===== src/rtl/mem_wb_stage.sv =====
// rtl/mem_wb_stage.sv - memory stage: data memory, branch resolve, MEM/WB register
// Misaligned accesses are squashed and latched into a sticky error flag.
module mem_wb_stage #(
  parameter int DEPTH  = 64,
  parameter int ADDR_W = 6,
  parameter int CNT_W  = 16
) (
  input  logic              clk,
  input  logic              reset,
  input  logic              RegWrite_in,
  input  logic              MemtoReg_in,
  input  logic              MemRead_in,
  input  logic              MemWrite_in,
  input  logic              Branch_in,
  input  logic              Zero_in,
  input  logic [31:0]       alu_result_in,
  input  logic [31:0]       write_data_in,
  input  logic [4:0]        write_reg_in,
  output logic              PCSrc,
  output logic              RegWrite_out,
  output logic              MemtoReg_out,
  output logic [31:0]       read_data_out,
  output logic [31:0]       alu_result_out,
  output logic [4:0]        write_reg_out,
  output logic              misalign_err,
  output logic [CNT_W-1:0]  load_count,
  output logic [CNT_W-1:0]  store_count
);

  logic [31:0]       mem_q [DEPTH];
  logic [ADDR_W-1:0] idx;
  logic              misaligned;
  logic              do_load;
  logic              do_store;

  logic              reg_write_q;
  logic              mem_to_reg_q;
  logic [31:0]       read_data_q;
  logic [31:0]       read_data_d;
  logic [31:0]       alu_result_q;
  logic [4:0]        write_reg_q;
  logic              misalign_q;
  logic [CNT_W-1:0]  load_cnt_q;
  logic [CNT_W-1:0]  load_cnt_d;
  logic [CNT_W-1:0]  store_cnt_q;
  logic [CNT_W-1:0]  store_cnt_d;

  assign PCSrc      = Branch_in & Zero_in;
  // Upper address bits are dropped, so addresses alias modulo DEPTH*4.
  assign idx        = alu_result_in[ADDR_W+1:2];
  assign misaligned = (MemRead_in | MemWrite_in) & (alu_result_in[1:0] != 2'b00);
  assign do_load    = MemRead_in & ~misaligned;
  assign do_store   = MemWrite_in & ~misaligned;

  always_comb begin
    read_data_d = 32'h0;
    load_cnt_d  = load_cnt_q;
    store_cnt_d = store_cnt_q;
    if (do_load) begin
      read_data_d = mem_q[idx];
      if (load_cnt_q != {CNT_W{1'b1}}) load_cnt_d = load_cnt_q + CNT_W'(1);
    end
    if (do_store && store_cnt_q != {CNT_W{1'b1}}) store_cnt_d = store_cnt_q + CNT_W'(1);
  end

  always_ff @(posedge clk) begin
    if (reset) begin
      for (int i = 0; i < DEPTH; i++) mem_q[i] <= 32'h0;
      reg_write_q  <= 1'b0;
      mem_to_reg_q <= 1'b0;
      read_data_q  <= 32'h0;
      alu_result_q <= 32'h0;
      write_reg_q  <= 5'd0;
      misalign_q   <= 1'b0;
      load_cnt_q   <= '0;
      store_cnt_q  <= '0;
    end else begin
      // read_data_d sampled the old word, giving read-before-write on RMW.
      if (do_store) mem_q[idx] <= write_data_in;
      reg_write_q  <= RegWrite_in & ~misaligned;
      mem_to_reg_q <= MemtoReg_in;
      read_data_q  <= read_data_d;
      alu_result_q <= alu_result_in;
      write_reg_q  <= write_reg_in;
      misalign_q   <= misalign_q | misaligned;
      load_cnt_q   <= load_cnt_d;
      store_cnt_q  <= store_cnt_d;
    end
  end

  assign RegWrite_out   = reg_write_q;
  assign MemtoReg_out   = mem_to_reg_q;
  assign read_data_out  = read_data_q;
  assign alu_result_out = alu_result_q;
  assign write_reg_out  = write_reg_q;
  assign misalign_err   = misalign_q;
  assign load_count     = load_cnt_q;
  assign store_count    = store_cnt_q;

endmodule


===== config.mk =====
export PLATFORM = sky130hd
export DESIGN_NAME = mem_wb_stage
export DESIGN_NICKNAME = d
export VERILOG_FILES = /design/src/rtl/mem_wb_stage.sv
export SDC_FILE = /design/constraint.sdc
export NUM_CORES = 2
export LEC_CHECK = 0
export BUFFER_PORTS_ARGS = -buffer_cell sky130_fd_sc_hd__buf_2
export CAP_MARGIN = 20
export CORE_MARGIN = 5
export CORE_UTILIZATION = 55
export CTS_CLUSTER_SIZE = 8
export DETAILED_ROUTE_END_ITERATION = 8
export GPL_TIMING_DRIVEN = 1
export PLACE_DENSITY = 0.71
export SLEW_MARGIN = 30
export SYNTH_ARGS = -nofsm -noshare
export SYNTH_HDL_FRONTEND = slang
export SYNTH_SLANG_ARGS = --single-unit

===== constraint.sdc =====
create_clock -name clk -period 4.85 [get_ports clk]
set_input_delay 0.7275 -clock clk [delete_from_list [all_inputs] [get_ports clk]]
set_output_delay 0.7275 -clock clk [all_outputs]
set_load 0.02 [all_outputs]

==> metrics.md <==
| Metric | Value |
|---|---|
| DRT iter0 DRCs | `about 11000` |
| Register share of total power | `47.8%` |
| Cts repair resizes | `0` |
| GPL Wtd Cong | `0.997` |
| Overall routed net length | `around 340000 um` |
| P_sw | `about 11 mW` |
| Top-area cell type share of the netlist area | `63.1%` |
| Main synth FF type | `edfxtp_1` |
| Period minus WS final | `roughly 3.7 ns` |
| All-Layer GR Usage | `36.1%` |
| Num CTS Buffers | `320` |
| Crit start category | `input port` |
| Clock Sinks | `~2200` |
| F_max | `about 0.27 GHz` |
| Vias in the first global route | `roughly 63000` |
| Post-DRT Antenna Nets | `0` |
| Port bufs | `181` |
| Post-Syn Nets | `between 7000 and 8000` |
| H-tree depth | `5` |
| Sequential area share after synthesis | `65.3%` |
| Max VDD drop | `roughly 0.33 mV` |
| Fin worst setup slack | `~1.2 ns` |
| DP HPWL | `just over 200000 um` |
| Synth warnings | `0` |
| Initial core utilization | `a little under three fifths` |
| Final instance area | `~110000 sq um` |
| Worst-Skew Late Latency | `0.94 ns` |
| Sw frac | `between 20% and 30%` |
| Hold violation count in the final report | `0` |
| Remaining Overflow, GRT | `0` |
| Synth Register Bits | `between 2000 and 2500` |
| Dpl cells | `9185` |
| Largest net degree at the start of global routing | `~140` |
| TritonCTS clock tree | `yes` |
| FP Rows | `approximately 150` |
| Final #Nets | `between 7000 and 8000` |
| Via density | `between 6 and 7` |
| Critical path class | `input port to register` |
| Share of cells above drive strength 1 | `a little under a fifth` |
| Cell area after synthesis | `97400 sq um` |
| CP max stage delay | `0.99 ns` |
| RSZ-0062 raised after global routing | `no` |
| Util after Layout | `between 60% and 70%` |
| Syn Area/Cell | `13.8 sq um` |
| Average wire per standard cell | `around 35 um` |
| Internal power | `between 30 and 40 mW` |
| Worst-path cell chain | `buf_8 > buf_12 > buf_4 > mux4_2 > nand3_1 > nand3_1 > a311oi_2 > a41oi_1` |
| Initial antenna violation count | `40` |
| PD cells | `407 nW/um^2` |
| Syn Inst Count | `roughly 7000` |
| FFs w/ async S/R, synth | `0%` |
| Setup TNS | `0 ns` |
| Worst Path Max Fanout | `64` |
| Clock power share | `roughly 44%` |
| Max-Cap Viols | `0` |
| Critical Path AT | `between 4 and 5 ns` |
| Skew final | `0.0580 ns` |
| Fin cells | `a little under 10000` |
| WHS | `around 0.036 ns` |
| Crit-path slowest cell | `a311oi_2` |
| Multi-input logic area | `30700 sq um` |
| First-pass GRT wire length | `approximately 480000 um` |
| CP Capture Type | `register` |
| Area grow syn2layout | `13.6%` |
| Die area | `186000 sq um` |
| Core Footprint | `around 180000 sq um` |
| Cell taking the most area after synthesis | `edfxtp_1` |
| Leak | `between 30 and 40 nW` |
| Distinct cells, synth | `84` |
| Post-CTS Setup Bufs | `0` |
| Root Driver | `clkbuf_16` |
| Initial DRT Pass Iterations | `9` |
| Total power | `approximately 45 mW` |
| Period Utilization, post-route | `75.5%` |
| Ports | `between 150 and 200` |
| Top cell by count, worst path | `nand3_1` |
| Logic pwr share | `7.9%` |
| # fillers | `~13000` |
| Max-slew violation count | `0` |
| Relative slew slack | `between 20% and 30%` |
| Actual slew at the worst max-slew pin | `between 1 and 1.5 ns` |
| Placed Instance Area | `102000 sq um` |
| Req. time, crit path | `5.58 ns` |
| Hold crit path type | `input port to register` |
| Clock buffer depth | `4` |
| Die Span Y | `between 400 and 500 um` |
| Worst slack, placed | `roughly 0.58 ns` |
| Area contributors post-synth | `edfxtp_1 (63%), and2_1 (13%), mux4_2 (3.3%)` |
| Status | `finished clean` |
| Setup-failing EPs final | `0` |
| Clock-pin slew on the worst setup and hold paths | `0.05 ns` |
| FF+latch area | `roughly 64000 sq um` |
| Vias | `roughly 65000` |
| Die X-Extent | `431 um` |
| DR DRC count | `0` |
| EDFF count, synth | `2048` |
[timing repair]
| item | in CTS | in global routing |
|---|---|---|
| endpoints found under the setup margin | 0 | 0 |
| hold endpoints to repair | 16 | 0 |
| hold buffers | 16 | 0 |
[cell usage after synthesis (35+ instances only)]
library cell and count:
or2_2 70, o22ai_1 99, a22oi_1 135, mux4_2 142, buf_1 50, edfxtp_1 2048
a221oi_1 185, buf_2 130, nand2_1 125, dfxtp_1 104, o21ai_0 101, a22o_1 35
nor2b_1 42, mux2i_1 251, mux2_2 178, nor2_1 218, clkbuf_1 441, buf_4 59
a21oi_1 142, a31oi_1 36, and2_1 2056
[cells in the final DEF, fill, tap and decap left out, types with 138 or more instances in the layout]
| cell type | n |
|---|---|
| mux4_2 | 142 |
| buf_4 | 274 |
| buf_2 | 175 |
| a21oi_1 | 142 |
| nor2_1 | 155 |
| edfxtp_1 | 2048 |
| clkbuf_16 | 323 |
| and2_1 | 2053 |
| clkbuf_1 | 138 |
| mux2_2 | 178 |
| mux2i_1 | 251 |
| a221oi_1 | 184 |
[flip-flops by register name (all words and copies together) (netlist names)]
register,flops
load_count,16
mem_q,2048
read_data_out,32
write_reg_out,5
misalign_err,1
store_count,16
RegWrite_out,1
MemtoReg_out,1
alu_result_out,32
[routing by layer]
| layer | GRT usage (%) | vias up | share of wire (%) |
|---|---|---|---|
| met1 | 46.3 | 32463 | 34 |
| met2 | 52.3 | 5537 | 43 |
| met4 | 25.0 | 22 | 8.5 |
| met3 | 11.7 | 1259 | 15 |
| li1 | - | 25972 | - |
| met5 | 1.14 | - | 0.12 |
[cells by family (layout without fill, tap and decap cells)]
group,after synthesis,in the layout,synth area share (%)
DFF,2152,2152,65.3
xor gates and xnor gates,30,30,0.270
other,0,17,0
and+or+nand+nor,2634,2634,16.1
adders and majority gates,2,2,0.0257
muxes,578,578,8.05
AOI/OAI and AO/OA,915,915,6.82
buffers and inverters,730,1026,3.53
[cell type report]
type	count	share of cell area [%]
sequential	2152	57.4
multi-input combinational	4159	27.7
clock buffer	464	7.81
timing repair buffer	545	4.23
tap	2340	2.64
clock inverter	9	0.0655
inverter	8	0.0384
antenna	17	0.0384
[critical path: cells and delay by family]
kind                   cells  cell delay [ns]
AOI/OAI and AO/OA          2             1.30
buffers and inverters      3             1.22
muxes                      1             0.60
and+or+nand+nor            2             0.42
[power groups by stage]
stage	Clock [mW]	Combinational, mW	Sequential (mW)
2_1_floorplan	0	1.76	21.8
3_3_place_gp	0	3.34	21.8
3_5_place_dp	0	3.38	21.9
4_1_cts	20.0	3.40	21.5
5_1_grt	20.8	3.57	21.6
6_report	20.0	3.57	21.5
[final timing paths]
check / start / endpoint / slack (ns) / cells after the start
max: alu_result_in[2] / read_data_out[9]$_SDFF_PP0_ / 1.19 / 8
min reg2reg: misalign_err$_SDFF_PP0_ / misalign_err$_SDFF_PP0_ / 0.47 / 2
max reg2reg: mem_q[54][9]$_SDFFCE_PN0P_ / read_data_out[9]$_SDFF_PP0_ / 1.81 / 5
min: alu_result_in[17] / alu_result_out[17]$_SDFF_PP0_ / 0.04 / 2
No activity file was read; power rests on OpenSTA's default activity.
